$ cat src/rtl/pipe_mem_arbiter.sv
// pipe_mem_arbiter: shares one single-port memory between instruction fetch and the MEM stage; ARB_PERF_CNT_EN adds stall counters.
// Latency: grant -> *_valid is one cycle per BUSY cycle plus one (min 2); successive grants are at least 3 cycles apart.
// Backpressure: requesters hold req until their valid pulse; stall flags any waiting request; m_req held until m_ready or timeout.
module pipe_mem_arbiter #(
    parameter int STARVE_MAX = 4,
    parameter int TIMEOUT    = 16
) (
    input  logic        clk,
    input  logic        reset,
    input  logic        if_req,
    input  logic [31:0] if_addr,
    output logic        if_gnt,
    output logic        if_valid,
    output logic [31:0] if_rdata,
    input  logic        d_req,
    input  logic        d_we,
    input  logic [31:0] d_addr,
    input  logic [31:0] d_wdata,
    output logic        d_gnt,
    output logic        d_valid,
    output logic [31:0] d_rdata,
    output logic        m_req,
    output logic        m_we,
    output logic [31:0] m_addr,
    output logic [31:0] m_wdata,
    input  logic        m_ready,
    input  logic [31:0] m_rdata,
    output logic        stall,
    output logic        err
`ifdef ARB_PERF_CNT_EN
    ,
    output logic [31:0] if_stall_cnt,
    output logic [31:0] d_stall_cnt
`endif
);

    localparam int              SC_W      = $clog2(STARVE_MAX + 2);
    localparam logic [SC_W-1:0] SC_MAX    = SC_W'(STARVE_MAX);
    localparam logic [7:0]      WAIT_LAST = 8'(TIMEOUT - 1);

    typedef enum logic [1:0] {
        IDLE,
        BUSY_I,
        BUSY_D
    } state_t;

    typedef struct packed {
        logic        we;
        logic [31:0] addr;
        logic [31:0] wdata;
    } mreq_t;

    state_t          state;
    state_t          state_nxt;
    logic [SC_W-1:0] starve_cnt;
    logic [7:0]      wait_cnt;
    mreq_t           m_cmd;
    mreq_t           cmd_nxt;
    logic            busy;
    logic            done;
    logic            abort;
    logic            if_wait;
    logic            d_wait;

    assign busy  = (state == BUSY_I) || (state == BUSY_D);
    assign done  = busy && m_ready;
    assign abort = busy && !m_ready && (wait_cnt == WAIT_LAST);

    assign m_we    = m_cmd.we;
    assign m_addr  = m_cmd.addr;
    assign m_wdata = m_cmd.wdata;

    // Fetches never write, so their command carries zero write data.
    assign cmd_nxt = '{we:    d_gnt & d_we,
                       addr:  d_gnt ? d_addr : if_addr,
                       wdata: d_gnt ? d_wdata : 32'h0};

    assign if_wait = if_req && !if_gnt && !if_valid;
    assign d_wait  = d_req && !d_gnt && !d_valid;
    assign stall   = if_wait || d_wait;

    always_ff @(posedge clk or negedge reset) begin
        if (!reset) begin
            state <= IDLE;
        end else begin
            state <= state_nxt;
        end
    end

    always_comb begin
        state_nxt = state;
        if_gnt    = 1'b0;
        d_gnt     = 1'b0;
        case (state)
            IDLE: begin
                // The cycle a valid pulse leaves is a dead cycle for arbitration.
                if (!if_valid && !d_valid) begin
                    if (d_req && (starve_cnt < SC_MAX)) begin
                        d_gnt     = 1'b1;
                        state_nxt = BUSY_D;
                    end else if (if_req) begin
                        if_gnt    = 1'b1;
                        state_nxt = BUSY_I;
                    end else if (d_req) begin
                        d_gnt     = 1'b1;
                        state_nxt = BUSY_D;
                    end
                end
            end
            BUSY_I, BUSY_D: begin
                if (done || abort) begin
                    state_nxt = IDLE;
                end
            end
            default: state_nxt = IDLE;
        endcase
    end

    always_ff @(posedge clk or negedge reset) begin
        if (!reset) begin
            m_req    <= 1'b0;
            m_cmd    <= '0;
            wait_cnt <= 8'h0;
            if_valid <= 1'b0;
            d_valid  <= 1'b0;
            err      <= 1'b0;
            if_rdata <= 32'h0;
            d_rdata  <= 32'h0;
        end else begin
            if_valid <= 1'b0;
            d_valid  <= 1'b0;
            err      <= 1'b0;
            if (if_gnt || d_gnt) begin
                m_req    <= 1'b1;
                m_cmd    <= cmd_nxt;
                wait_cnt <= 8'h0;
            end else if (done || abort) begin
                m_req <= 1'b0;
                err   <= abort;
                if (state == BUSY_I) begin
                    if_valid <= 1'b1;
                    if_rdata <= done ? m_rdata : 32'h0;
                end else begin
                    d_valid <= 1'b1;
                    d_rdata <= (done && !m_cmd.we) ? m_rdata : 32'h0;
                end
            end else if (busy && (wait_cnt != 8'hFF)) begin
                wait_cnt <= wait_cnt + 8'd1;
            end
        end
    end

    // Counts data grants that overtook a waiting fetch; at the limit the fetch wins.
    always_ff @(posedge clk or negedge reset) begin
        if (!reset) begin
            starve_cnt <= '0;
        end else if (if_gnt) begin
            starve_cnt <= '0;
        end else if (d_gnt && if_req && (starve_cnt < SC_MAX)) begin
            starve_cnt <= starve_cnt + SC_W'(1);
        end
    end

`ifdef ARB_PERF_CNT_EN
    always_ff @(posedge clk or negedge reset) begin
        if (!reset) begin
            if_stall_cnt <= 32'h0;
            d_stall_cnt  <= 32'h0;
        end else begin
            if (if_wait) begin
                if_stall_cnt <= if_stall_cnt + 32'd1;
            end
            if (d_wait) begin
                d_stall_cnt <= d_stall_cnt + 32'd1;
            end
        end
    end
`endif

endmodule

$ cat config.mk
export PLATFORM = sky130hd
export DESIGN_NAME = pipe_mem_arbiter
export DESIGN_NICKNAME = d
export VERILOG_FILES = /design/src/rtl/pipe_mem_arbiter.sv
export SDC_FILE = /design/constraint.sdc
export NUM_CORES = 1
export LEC_CHECK = 0
export CAP_MARGIN = 20
export CORE_MARGIN = 8
export CORE_UTILIZATION = 38
export DETAILED_ROUTE_END_ITERATION = 10
export PLACE_DENSITY = 0.78
export SYNTH_ARGS = -nofsm -noshare
export SYNTH_HDL_FRONTEND = slang
export SYNTH_SLANG_ARGS = --single-unit
$ cat constraint.sdc
create_clock -name clk -period 2 [get_ports clk]
set_input_delay 0.6 -clock clk [delete_from_list [all_inputs] [get_ports clk]]
set_output_delay 0.6 -clock clk [all_outputs]
set_load 0.01 [all_outputs]
==> results of run 1 <==
## report_power, final
group          leakage (nW)  internal, W  total (W)  switching, W
combinational          2.87      0.00455    0.00801       0.00347
sequential             1.89      0.00410    0.00475      0.000649
clock                 0.312      0.00226    0.00351       0.00125
## sequential cells by signal (all words and copies together), names as in the netlist
register and flops:
d_valid 1, m_we 1, starve_cnt 3, d_rdata 32, m_addr 32, if_rdata 32, state 2, m_wdata 32
m_req 1, err 1, wait_cnt 8, if_valid 1
## per-stage QoR
stage | area [um^2] | setup slack (ps)
after floorplan | 6530 | 41.71
after global placement | 9686 | -593.1
after detailed placement | 9686 | -593.6
after CTS | 10480 | -332.0
after global routing | 10890 | -373.1
final | 10890 | -292.8
## cell families after synthesis
logic type | after synthesis
buffers and inverters | 80
muxes | 66
xor gates and xnor gates | 2
and+or+nand+nor | 208
AOI/OAI and AO/OA | 86
adders and majority gates | 4
DFF | 146
## layout by cell type, fill, tap and decap left out, types with 4 or more instances in the layout
| cell | synthesis | routed |
|---|---|---|
| dlymetal6s2s_1 | 0 | 8 |
| nand4_1 | 5 | 5 |
| clkinv_4 | 0 | 4 |
| a21oi_1 | 7 | 7 |
| and3_1 | 35 | 34 |
| mux2_4 | 29 | 30 |
| clkbuf_16 | 0 | 23 |
| clkdlybuf4s50_1 | 0 | 254 |
| buf_4 | 5 | 34 |
| mux2i_1 | 33 | 31 |
| buf_12 | 0 | 11 |
| buf_8 | 0 | 4 |
| nand2_1 | 104 | 103 |
| bufinv_16 | 0 | 5 |
| nor2_1 | 38 | 36 |
| buf_6 | 6 | 13 |
| a22o_1 | 33 | 33 |
| inv_1 | 37 | 35 |
| dfrtp_1 | 146 | 146 |
| a31oi_1 | 32 | 32 |
## critical path, cell delays in order, from the launching register on
cell and delay [ps]:
dfrtp_1 380, inv_2 70, ha_4 150, nor3b_4 230, buf_4 150, and3_4 190
buf_6 100
## metal layers
metal,wire length [um],part of all wire
met1,9006,0.43
met2,10260,0.49
met3,1419,0.067
met4,353,0.017
met5,0,0
## layout make-up
cell class | instances | area share
Clock buffer | 21 | 0.04137
Clock inverter | 11 | 0.01850
Inverter | 38 | 0.01333
Multi-Input combinational cell | 366 | 0.2374
Sequential cell | 146 | 0.3356
Tap cell | 225 | 0.02586
Timing Repair Buffer | 337 | 0.3280
## Yosys cell counts, drive strengths merged (3+ instances only)
master,count,share of area
dfrtp,146,0.56
nand2,104,0.060
inv,38,0.022
nor2,38,0.022
and3,35,0.034
a22o,33,0.044
mux2,33,0.074
mux2i,33,0.051
a31oi,32,0.031
buf,21,0.023
clkbuf,21,0.012
a21oi,7,0.0054
nand4,6,0.0081
o21ai,6,0.0052
ha,4,0.0077
nand3,4,0.0031
nor2b,4,0.0038
nor3,4,0.0038
nand2b,3,0.0029
or4,3,0.0040
## timing repair
action                                 in CTS  in global routing
gates resized for setup                    28                 45
buffers inserted                            8                 12
pin swaps                                   2                  4
setup endpoints to repair                  79                142
endpoints found under the hold margin       4                  0
gates cloned                                2                  6
hold buffers                                1                  0
## how the worst min path moves through the flow
stage / depth (start not counted) / start / endpoint
finish: 1 / m_req$_DFFE_PN0P_ / m_req$_DFFE_PN0P_
global route: 1 / m_req$_DFFE_PN0P_ / m_req$_DFFE_PN0P_
CTS: 1 / m_req$_DFFE_PN0P_ / m_req$_DFFE_PN0P_
detailed placement: 1 / reset / if_rdata[10]$_DFFE_PN0P_
global placement: 1 / reset / d_rdata[11]$_DFFE_PN0P_
floorplan: 0 / reset / d_rdata[0]$_DFFE_PN0P_
==> reports/results.ini, run 1 <==
[outcome]
outcome=finished, violations left
violations=negative setup slack

[timing]
worstMarginPinSlew_ps=536.4
fin_crit_ps=2293
timing.fmax_ghz=0.4362
relSlewSlack=0.6424
rsz0062_at_grt=true
tns_ps=-1629
hold_viol=0
worst_hold_slack_ps=485.6
slew_viol_final=0
fin_ws_ps=-292.8
setup_viol=20
finalCritPeriodShare=1.146
skew_ps=12.59

[logic_synthesis]
synth-adder-area-share=0.007670
ys_warn_count=0
synth-seq-cells=146
synthSimpleGateAreaFrac=0.1519
synthMuxAreaShare=0.1243
async_flop_share=1.000
synthCells=592
synth_top_flop_cell=dfrtp_1
synth_compound_area_frac=0.09664
syn-cell-area_um2=6525
synth-seq-area-share=0.5599
yosysUniqueCellTypes=43
synth_xor_area_frac=0.002685
synth_edf_count=0
syn_nets=730
synth_area_per_cell_um2=11.02
synth_top_family_by_area=simple AND/OR/NAND/NOR gates

[placement]
dpl.cell_count=1087
dp_hpwl_mm=14.34
io_buffers=269
gp_congestion=0.7547

[cells_and_area]
final_cells=1144
drive_above_1_share=0.1708
multiInputGateArea_um2=2585
diodes=0
final_core_util=0.6384
synthToLayoutAreaGrowth_pct=66.86
fin_nets=1044
n_fill_cell=1398
regArea_um2=3654

[die]
fp-row-count=48
initial_core_util=0.3826
io_pins=270
core-area_um2=17060
die_area_um2=21620
die_h_um=147.0
die_w_um=147.0

[clocking]
cts.sinks=146
cts_buffers=17
clockBufferDepth=2
cts_max_level=4
cts_tree=yes
clock_latency_ps=410
cts_root_buffer=clkbuf_16
path_clk_slew_ps=60

[global_route]
grt.overflow.total=0
grt.met2_usage=0.3044
grt_pass1_vias=5768
gr-max-usage-layer=met2
use_met3=0.05844
grt_max_degree=66
gr-usage-met1=0.2290
antenna_found_initial=0
grt_use_total=0.1867
grt_pass1_wl_mm=32.26

[setup_path]
crit_end=if_gnt
r2r_cells=10
r2r-end=if_rdata[31]$_DFFE_PN0P_
path_class=flip-flop to output pin
startpoint_type=flip-flop
startpoint=state[0]$_DFFE_PN0P_
r2r-start=state[0]$_DFFE_PN0P_
cp.required_ps=1400
reg2reg_slack_ps=-50
arrival_ps=1690
end_kind=output pin
critPathMaxFanout=3

[routing]
vias=5611
wl_mm=21.04
via_per_inst=4.905
drt_first_pass_iters=5
drtAntennaViolNets=0
wl_per_cell_um=18.39
drcViolationCount=0
drt-initial-drc-count=225

[hold_path]
hold_path.class=flip-flop to flip-flop

[pwr]
p_leak_nw=5.068
total_power_w=0.01628
ir_drop_mv=0.6939
p_per_area_nw_per_um2=1495

[job]
max_cap_violations=0

(Power assumes the default switching activity.)
==> run 2: changes to the inputs <==
- CORE_ASPECT_RATIO: not set -> 1.4
- REMOVE_ABC_BUFFERS: not set -> 1
==> run 2 against run 1 <==
Non-clock buffer count down 14; the flow still finishes with violations (negative setup slack); global-route usage up 0.55 points; worst setup slack about the same; register-to-register slack better by 20 ps; sequential cell count unchanged; largest power group unchanged; via count up 0.32%; final area down 3.4%; critical endpoint unchanged; clock skew down 3.6 ps; clock power down 15%; sequential share of layout area up 1.2 points; hold slack worse by 390 ps.
==> reports/results.ini, run 2 (synthesis results as in run 1) <==
[outcome]
outcome=finished, violations left  ; unchanged
violations=negative setup slack  ; unchanged

[clocking]
cts_buffers=17  ; unchanged
path_clk_slew_ps=60  ; about the same
clock_latency_ps=420  ; was 410 ps
cts_tree=yes  ; unchanged
cts.sinks=146  ; unchanged
ctsHoldBuffers=0  ; was 1
cts_max_level=4  ; unchanged
clockBufferDepth=2  ; unchanged
cts_root_buffer=clkbuf_16  ; unchanged

[global_route]
antenna_found_initial=1  ; was 0
grt.overflow.total=0  ; unchanged
grt_pass1_vias=5806  ; was 5768
grt_use_total=0.1922  ; was 0.1867
grt_pass1_wl_mm=32.79  ; was 32.26 mm
grt_max_degree=66  ; unchanged

[routing]
drtAntennaViolNets=0  ; unchanged
drt_first_pass_iters=4  ; was 5
via_per_inst=5.080  ; was 4.905
drcViolationCount=0  ; unchanged
drt-initial-drc-count=326  ; was 225
wl_mm=21.97  ; was 21.04 mm
vias=5629  ; was 5611
wl_per_cell_um=19.83  ; was 18.39 um

[pwr]
ir_drop_mv=0.6224  ; was 0.6939 mV
total_power_w=0.01530  ; was 0.01628 W
p_leak_nw=4.904  ; was 5.068 nW
p_per_area_nw_per_um2=1455  ; was 1495 nW/um^2

[timing]
fin_crit_ps=2293  ; about the same
finalCritPeriodShare=1.146  ; about the same
slew_viol_final=0  ; unchanged
hold_viol=0  ; unchanged
worst_hold_slack_ps=97.59  ; was 485.6 ps
setup_viol=9  ; was 20
relSlewSlack=0.7202  ; was 0.6424
worstMarginPinSlew_ps=419.7  ; was 536.4 ps
skew_ps=9.013  ; was 12.59 ps
rsz0062_at_grt=true  ; unchanged
fin_ws_ps=-292.6  ; was -292.8 ps
timing.fmax_ghz=0.4362  ; about the same

[setup_path]
critPathMaxFanout=2  ; was 3
cp.required_ps=1400  ; about the same
crit_path_max_incr_delay_ps=380  ; about the same
arrival_ps=1690  ; about the same
critical_path.cell_chain=inv_1 > ha_2 > nor3b_4 > buf_4 > and3_4 > buf_6  ; was inv_2 > ha_4 > nor3b_4 > buf_4 > and3_4 > buf_6
cp_slowest_cell=dfrtp_1  ; unchanged
end_kind=output pin  ; unchanged
path_class=flip-flop to output pin  ; unchanged
startpoint_type=flip-flop  ; unchanged

[die]
die_w_um=126.7  ; was 147.0 um
fp-row-count=56  ; was 48
initial_core_util=0.3880  ; was 0.3826
core-area_um2=16820  ; was 17060 um^2
die_h_um=171.0  ; was 147.0 um
io_pins=270  ; unchanged
die_area_um2=21680  ; was 21620 um^2

[placement]
place_area_um2=9633  ; was 9686 um^2
gp_congestion=0.8484  ; was 0.7547
io_buffers=269  ; unchanged
dp_hpwl_mm=15.02  ; was 14.34 mm

[hold_path]
hold_path.class=input port to asynchronous set/reset pin  ; was flip-flop to flip-flop

[cells_and_area]
diodes=0  ; unchanged
final_common_cell=clkdlybuf4s50_1  ; unchanged
synthToLayoutAreaGrowth_pct=61.23  ; was 66.86%
fin_nets=1030  ; was 1044
final_core_util=0.6256  ; was 0.6384
n_fill_cell=1365  ; was 1398
design_area_um2=10520  ; was 10890 um^2
multiInputGateArea_um2=2541  ; was 2585 um^2
layout_common_cells=252 x clkdlybuf4s50_1, 145 x dfrtp_1, 104 x nand2_1  ; was 254 x clkdlybuf4s50_1, 146 x dfrtp_1, 103 x nand2_1
drive_above_1_share=0.1580  ; was 0.1708
regArea_um2=3655  ; was 3654 um^2

[job]
max_cap_violations=0  ; unchanged

run 2: cell count changes in the layout (fill, tap and decap cells not counted), sizes merged:
cell,before,now
clkdlybuf4s50,254,252
clkinvlp,1,6
clkbuf,27,23
bufinv,5,0
buf,65,52
clkinv,4,1
dlygate4sd2,3,5
dlygate4sd3,1,0
inv,39,46
run 2: metal layers:
metal | GRT usage | up-vias | wire [um]
met5 | 0 | - | 13
met4 | 0.05968 | 2 | 382
met3 | 0.06822 | 24 | 1812
met2 | 0.3247 | 223 | 10870
met1 | 0.2245 | 2747 | 8891
li1 | - | 2633 | -
run 2: power by group:
group	leakage (nW)	switching (W)	total, W	internal (W)
sequential	1.89	0.000652	0.00475	0.00410
combinational	2.77	0.00343	0.00757	0.00414
clock	0.252	0.00136	0.00298	0.00162
total	4.90	0.00544	0.0153	0.00986
run 2: cell type report:
| class | instances | area share |
|---|---|---|
| tap | 203 | 0.02414 |
| timing repair buffer | 323 | 0.3212 |
| multi-input combinational | 366 | 0.2416 |
| clock inverter | 15 | 0.01166 |
| clock buffer | 17 | 0.04044 |
| sequential | 146 | 0.3474 |
| inverter | 38 | 0.01356 |
run 2: timing repair:
item	in CTS	in global routing
gates cloned	2	7
setup buffers	4	8
pin swaps	3	3
endpoints found under the setup margin	74	102
gates resized for setup	31	20
run 2: final timing paths:
check | from | endpoint | slack [ps] | cells after the start
worst max-delay path | state[0]$_DFFE_PN0P_ | if_gnt | -290 | 6
worst min-delay path | reset | d_rdata[24]$_DFFE_PN0P_ | 100 | 1
worst max register to register | state[0]$_DFFE_PN0P_ | d_rdata[6]$_DFFE_PN0P_ | -30 | 10
worst min register to register | m_req$_DFFE_PN0P_ | m_req$_DFFE_PN0P_ | 490 | 1
max in group asynchronous | reset | d_rdata[12]$_DFFE_PN0P_ | 1350 | 2
min in group clk | m_req$_DFFE_PN0P_ | m_req$_DFFE_PN0P_ | 490 | 1
run 2: worst max-delay path, delay by kind of cell, from the launching register on:
| kind | cells | cell delay [ps] |
|---|---|---|
| AND/OR/NAND/NOR | 2 | 410 |
| adder cells (fa/ha/maj) | 1 | 170 |
| flip-flops | 1 | 380 |
| buffers and inverters | 3 | 320 |
run 2: through the flow:
| stage | std cells | setup slack (ps) | setup TNS (ps) |
|---|---|---|---|
| 2_1_floorplan | 550 | -1836 | -158630 |
| 3_3_place_gp | 1059 | -578.1 | -44720 |
| 3_5_place_dp | 1059 | -620.6 | -46640 |
| 4_1_cts | 1097 | -291.2 | -1098 |
| 5_1_grt | 1108 | -370.3 | -4284 |
| 6_report | 1108 | -292.6 | -782.9 |
